`src/rtl/fetch_queue_if.sv`:
```
// Handshake bundle between fetch, the prefetch queue and decode.
// The queue itself uses the slave modport; the fetch/decode side uses the master modport.
interface fetch_queue_if #(
    parameter int PTR_W = 2
);
    logic             flush;
    logic             in_valid;
    logic             in_ready;
    logic [31:0]      in_pc;
    logic [31:0]      in_instr;
    logic             out_valid;
    logic             out_ready;
    logic [31:0]      out_pc;
    logic [31:0]      out_instr;
    logic [31:0]      out_pc_plus4;
    logic [PTR_W:0]   count;

    modport slave (
        input  flush, in_valid, in_pc, in_instr, out_ready,
        output in_ready, out_valid, out_pc, out_instr, out_pc_plus4, count
    );

    modport master (
        output flush, in_valid, in_pc, in_instr, out_ready,
        input  in_ready, out_valid, out_pc, out_instr, out_pc_plus4, count
    );
endinterface

```
`src/rtl/fetch_queue.sv`:
```
// Instruction prefetch queue: circular buffer of {PC, instruction} pairs between fetch and decode.
// A flush empties the queue in one cycle so no wrong-path instruction reaches decode.
module fetch_queue #(
    parameter int DEPTH = 4,
    parameter int PTR_W = 2
) (
    input logic           clk,
    input logic           rst,
    fetch_queue_if.slave  q
);
    localparam logic [PTR_W:0] FULL = (PTR_W + 1)'(DEPTH);

    logic [63:0]      mem_q [DEPTH];
    logic [63:0]      mem_d [DEPTH];
    logic [PTR_W-1:0] wr_ptr_q, wr_ptr_d;
    logic [PTR_W-1:0] rd_ptr_q, rd_ptr_d;
    logic [PTR_W:0]   count_q, count_d;
    logic             in_ready_w;
    logic             out_valid_w;
    logic             push;
    logic             pop;
    logic [63:0]      head;

    // Status comes straight from the occupancy register, never from the inputs.
    assign in_ready_w  = (count_q != FULL);
    assign out_valid_w = (count_q != '0);

    assign push = q.in_valid  && in_ready_w  && !q.flush;
    assign pop  = q.out_ready && out_valid_w && !q.flush;

    always_comb begin
        wr_ptr_d = wr_ptr_q;
        rd_ptr_d = rd_ptr_q;
        count_d  = count_q;
        if (q.flush) begin
            wr_ptr_d = '0;
            rd_ptr_d = '0;
            count_d  = '0;
        end else begin
            // DEPTH is a power of two, so pointer wrap is the natural overflow.
            if (push) wr_ptr_d = wr_ptr_q + 1'b1;
            if (pop)  rd_ptr_d = rd_ptr_q + 1'b1;
            case ({push, pop})
                2'b10:   count_d = count_q + 1'b1;
                2'b01:   count_d = count_q - 1'b1;
                default: count_d = count_q;
            endcase
        end
    end

    generate
        for (genvar gi = 0; gi < DEPTH; gi++) begin : g_entry
            assign mem_d[gi] = (push && (wr_ptr_q == PTR_W'(gi)))
                             ? {q.in_pc, q.in_instr} : mem_q[gi];
        end
    endgenerate

    // Entries are cleared on reset so the idle output data is never X.
    always_ff @(posedge clk) begin
        if (!rst) begin
            wr_ptr_q <= '0;
            rd_ptr_q <= '0;
            count_q  <= '0;
            for (int i = 0; i < DEPTH; i++) begin
                mem_q[i] <= '0;
            end
        end else begin
            wr_ptr_q <= wr_ptr_d;
            rd_ptr_q <= rd_ptr_d;
            count_q  <= count_d;
            for (int i = 0; i < DEPTH; i++) begin
                mem_q[i] <= mem_d[i];
            end
        end
    end

    assign head           = mem_q[rd_ptr_q];
    assign q.in_ready     = in_ready_w;
    assign q.out_valid    = out_valid_w;
    assign q.out_pc       = head[63:32];
    assign q.out_instr    = head[31:0];
    assign q.out_pc_plus4 = head[63:32] + 32'd4;
    assign q.count        = count_q;
endmodule

```
`src/flat_wrapper.sv`:
```
// flat-port wrapper written by rule: the top's interface ports become plain ports
module fetch_queue_flat 
#(
    parameter int DEPTH = 4,
    parameter int PTR_W = 2
)
  (clk, rst, q_flush, q_in_valid, q_in_pc, q_in_instr, q_out_ready, q_in_ready, q_out_valid, q_out_pc, q_out_instr, q_out_pc_plus4, q_count);
  fetch_queue_if #(.PTR_W(PTR_W)) q_i ();
  input logic clk;
  input logic rst;
  input wire logic [$bits(q_i.flush)-1:0] q_flush;
  input wire logic [$bits(q_i.in_valid)-1:0] q_in_valid;
  input wire logic [$bits(q_i.in_pc)-1:0] q_in_pc;
  input wire logic [$bits(q_i.in_instr)-1:0] q_in_instr;
  input wire logic [$bits(q_i.out_ready)-1:0] q_out_ready;
  output wire logic [$bits(q_i.in_ready)-1:0] q_in_ready;
  output wire logic [$bits(q_i.out_valid)-1:0] q_out_valid;
  output wire logic [$bits(q_i.out_pc)-1:0] q_out_pc;
  output wire logic [$bits(q_i.out_instr)-1:0] q_out_instr;
  output wire logic [$bits(q_i.out_pc_plus4)-1:0] q_out_pc_plus4;
  output wire logic [$bits(q_i.count)-1:0] q_count;
  assign q_i.flush = q_flush;
  assign q_i.in_valid = q_in_valid;
  assign q_i.in_pc = q_in_pc;
  assign q_i.in_instr = q_in_instr;
  assign q_i.out_ready = q_out_ready;
  assign q_in_ready = q_i.in_ready;
  assign q_out_valid = q_i.out_valid;
  assign q_out_pc = q_i.out_pc;
  assign q_out_instr = q_i.out_instr;
  assign q_out_pc_plus4 = q_i.out_pc_plus4;
  assign q_count = q_i.count;
  fetch_queue #(.DEPTH(DEPTH), .PTR_W(PTR_W)) u_core (.clk(clk), .rst(rst), .q(q_i));
endmodule
```
`config.mk`:
```
export PLATFORM = sky130hd
export DESIGN_NAME = fetch_queue_flat
export DESIGN_NICKNAME = d
export VERILOG_FILES = /design/src/rtl/fetch_queue_if.sv /design/src/rtl/fetch_queue.sv /design/src/flat_wrapper.sv
export SDC_FILE = /design/constraint.sdc
export NUM_CORES = 1
export LEC_CHECK = 0
export ABC_AREA = 1
export CAP_MARGIN = 20
export CORE_MARGIN = 2
export CORE_UTILIZATION = 45
export DETAILED_ROUTE_END_ITERATION = 10
export PLACE_DENSITY = 0.67
export REMOVE_ABC_BUFFERS = 1
export SLEW_MARGIN = 20
export SYNTH_ARGS = -nofsm -noshare
export SYNTH_HDL_FRONTEND = slang
export SYNTH_SLANG_ARGS = --single-unit
```
`constraint.sdc`:
```
create_clock -name clk -period 3.1 [get_ports clk]
set_input_delay 0.465 -clock clk [delete_from_list [all_inputs] [get_ports clk]]
set_output_delay 0.465 -clock clk [all_outputs]
set_load 0.01 [all_outputs]
```
==> impl_metrics.yaml <==
outcome:
  status: "finished with violations"
  violations: "negative setup slack"
place:
  place_congestion: 0.930
  hpwl_um: 21700
  port_buffers: 169
  dpl.cell_count: 1979
drt:
  vias: 10600
  drt-total-wl_um: 35600
  dr.pass1.iters: 5
  vias_per_cell: 5.17
  ant_nets: 0
  drc_errors: 0
  wl_per_cell_um: 17.4
  first_iter_violations: 1040
floorplan:
  die-height_um: 174
  die_w_um: 174
  coreArea_um2: 28600
  io_pins: 170
  rows: 62
  initial_utilization: 0.456
  die_area_um2: 30400
global_route:
  grtUsageTotal: 0.228
  grt_pass1_vias: 10300
  grt_start_max_net_pins: 64
  grt_pass1_wl_um: 54600
  grt-ovfl-total: 0
  antenna_found_initial: 1
cts:
  htree_levels: 1
  clock_sinks: 265
  cts_hold_buf: 0
  cts_root_buffer: "clkbuf_16"
  cts_tree: "yes"
  clockBufferDepth: 3
  numCtsBuffers: 27
  clkTransAtPathRegs_ns: 0.06
  clk_latency_ns: 0.53
power:
  p_seq_frac: 0.513
  power.internal_w: 0.00622
  p_comb_frac: 0.104
  switching_share: 0.226
  power_density_nw_per_um2: 483
  switching_power_w: 0.00181
  power_frac_clock: 0.382
  leakagePower_nw: 7.07
  peakVddDrop_mv: 0.443
finish:
  mostFrequentLayoutCell: "nor2_1"
  drive_gt1_frac: 0.106
  final_cell_mix: "nor2_1 (367), nand2_1 (325), edfxtp_1 (256)"
  antenna_cells: 0
  finalNetCount: 1715
  stdcell_count: 2043
  area_growth_pct: 27.6
timing:
  hold_viol: 0
  rsz0062_at_grt: "true"
  max_slew.worst_pin.slew_ns: 0.481
  holdWs_ns: 0.465
  setup_tns_ns: -0.287
  slew_violations: 0
  min_period_ns: 3.26
  fin_ws_ns: -0.158
  timing.fmax_mhz: 307
  setup_viol: 2
  layout_worst_path_cycle_share: 1.05
  finalClockSkew_ns: 0.0174
  slew_headroom: 0.679
critical_path:
  worstPathRequired_ns: 2.63
  crit_path_max_fanout: 19
  crit_arrival_ns: 2.79
  rr_worst_depth: 11
  crit_path_end_kind: "primary output"
  cp-start-kind: "flop"
  critPathKind: "flop to primary output"
synthesis:
  synth-seq-area-share: 0.603
  syn_inst: 1462
  ys_warn_count: 0
  synth.avg_cell_area_um2: 8.92
  synth_cell_types: 27
  synth_area_um2: 13000
  synth_seq_cells: 265
run:
  cap_viol_max_count: 0
min_path:
  holdPathStages: 2
  hp-class: "flop to flop"
[final timing paths]
| kind | start | endpoint | slack, ns |
|---|---|---|---|
| setup / recovery | flop | q_out_pc_plus4[30] | -0.16 |
| hold / removal | u_core.rd_ptr_q[1] | flop | 0.46 |
| setup reg to reg | u_core.q.count[1] | u_core.q.count[1] | 0.97 |
| hold reg to reg | u_core.rd_ptr_q[1] | flop | 0.46 |
[sequential cells by signal, indices dropped and copies added (netlist names), named ones only]
register         cells
u_core.mem_q       256
u_core.q.count       3
u_core.rd_ptr_q      2
u_core.wr_ptr_q      2
[layout make-up]
type	count	area (um^2)
fill	2460	12000
sequential	265	7880
multi-input combinational	993	4520
timing repair buffer	221	2420
clock buffer	43	776
inverter	130	500
tap	384	480
clock inverter	6	55.1
timing repair inverter	1	6.26
[power by group through the flow]
| stage | sequential [W] | combinational (W) | clock, W |
|---|---|---|---|
| 6_report | 0.00412 | 0.000839 | 0.00307 |
| 5_1_grt | 0.00414 | 0.000909 | 0.00324 |
| 4_1_cts | 0.00412 | 0.000837 | 0.00311 |
| 3_5_place_dp | 0.00420 | 0.000828 | 0 |
| 3_3_place_gp | 0.00420 | 0.000823 | 0 |
| 2_1_floorplan | 0.00420 | 0.000362 | 0 |
[kinds of logic after synthesis]
family          synth area share
xor+xnor                  0.0101
flops                      0.603
compound gates            0.0510
fa+ha+maj                0.00729
buf+inv                   0.0655
simple gates               0.263
[metal layers]
metal,vias to the layer above,routed length (um),track usage,share of wire
li1,5108,-,-,-
met1,4960,15300,0.314,0.43
met2,439,16700,0.374,0.47
met3,61,2840,0.0376,0.080
met4,2,743,0.0672,0.021
met5,-,10,0,0.00028
[critical path, cell delays in order (launching register included)]
cell	delay, ns
dfxtp_4	0.42
inv_8	0.14
buf_12	0.17
nand2_1	0.08
nand2_1	0.06
nand2_1	0.04
nand2_1	0.12
buf_4	0.16
nand2_1	0.08
nor2_1	0.11
nand2_1	0.09
nor2_2	0.14
nand3_1	0.08
nand2_1	0.07
clkdlybuf4s50_1	0.52
[timing repair]
action                     4_1_cts  5_1_grt
buffers inserted                 8        2
gates cloned                     3        2
resized for setup               64       41
setup endpoints to repair       31       25
pin swaps                        3        4
[synth_stat cells (all sizes together)]
master,n,area share
o22ai,34,0.016
ha,6,0.0058
inv,130,0.037
o21a,1,0.00058
nor3,1,0.00038
o21ai,77,0.030
clkbuf,47,0.014
edfxtp,256,0.59
nand3,76,0.030
fa,1,0.0015
dfxtp,9,0.014
buf,27,0.015
nand2,363,0.11
xor2,15,0.010
a32oi,1,0.00067
a21oi,10,0.0038
nor2,400,0.12
nand4,8,0.0038
[stage by stage]
stage	util	power, W	area [um^2]	worst slack (ns)
2_1_floorplan	-	0.00457	12700	-2.69
3_3_place_gp	0.538	0.00502	15400	0.267
3_5_place_dp	0.538	0.00503	15400	0.212
4_1_cts	0.576	0.00807	16500	-0.189
5_1_grt	0.581	0.00828	16600	-0.309
6_report	0.581	0.00803	16600	-0.158
Power figures use the tool's default switching activity.
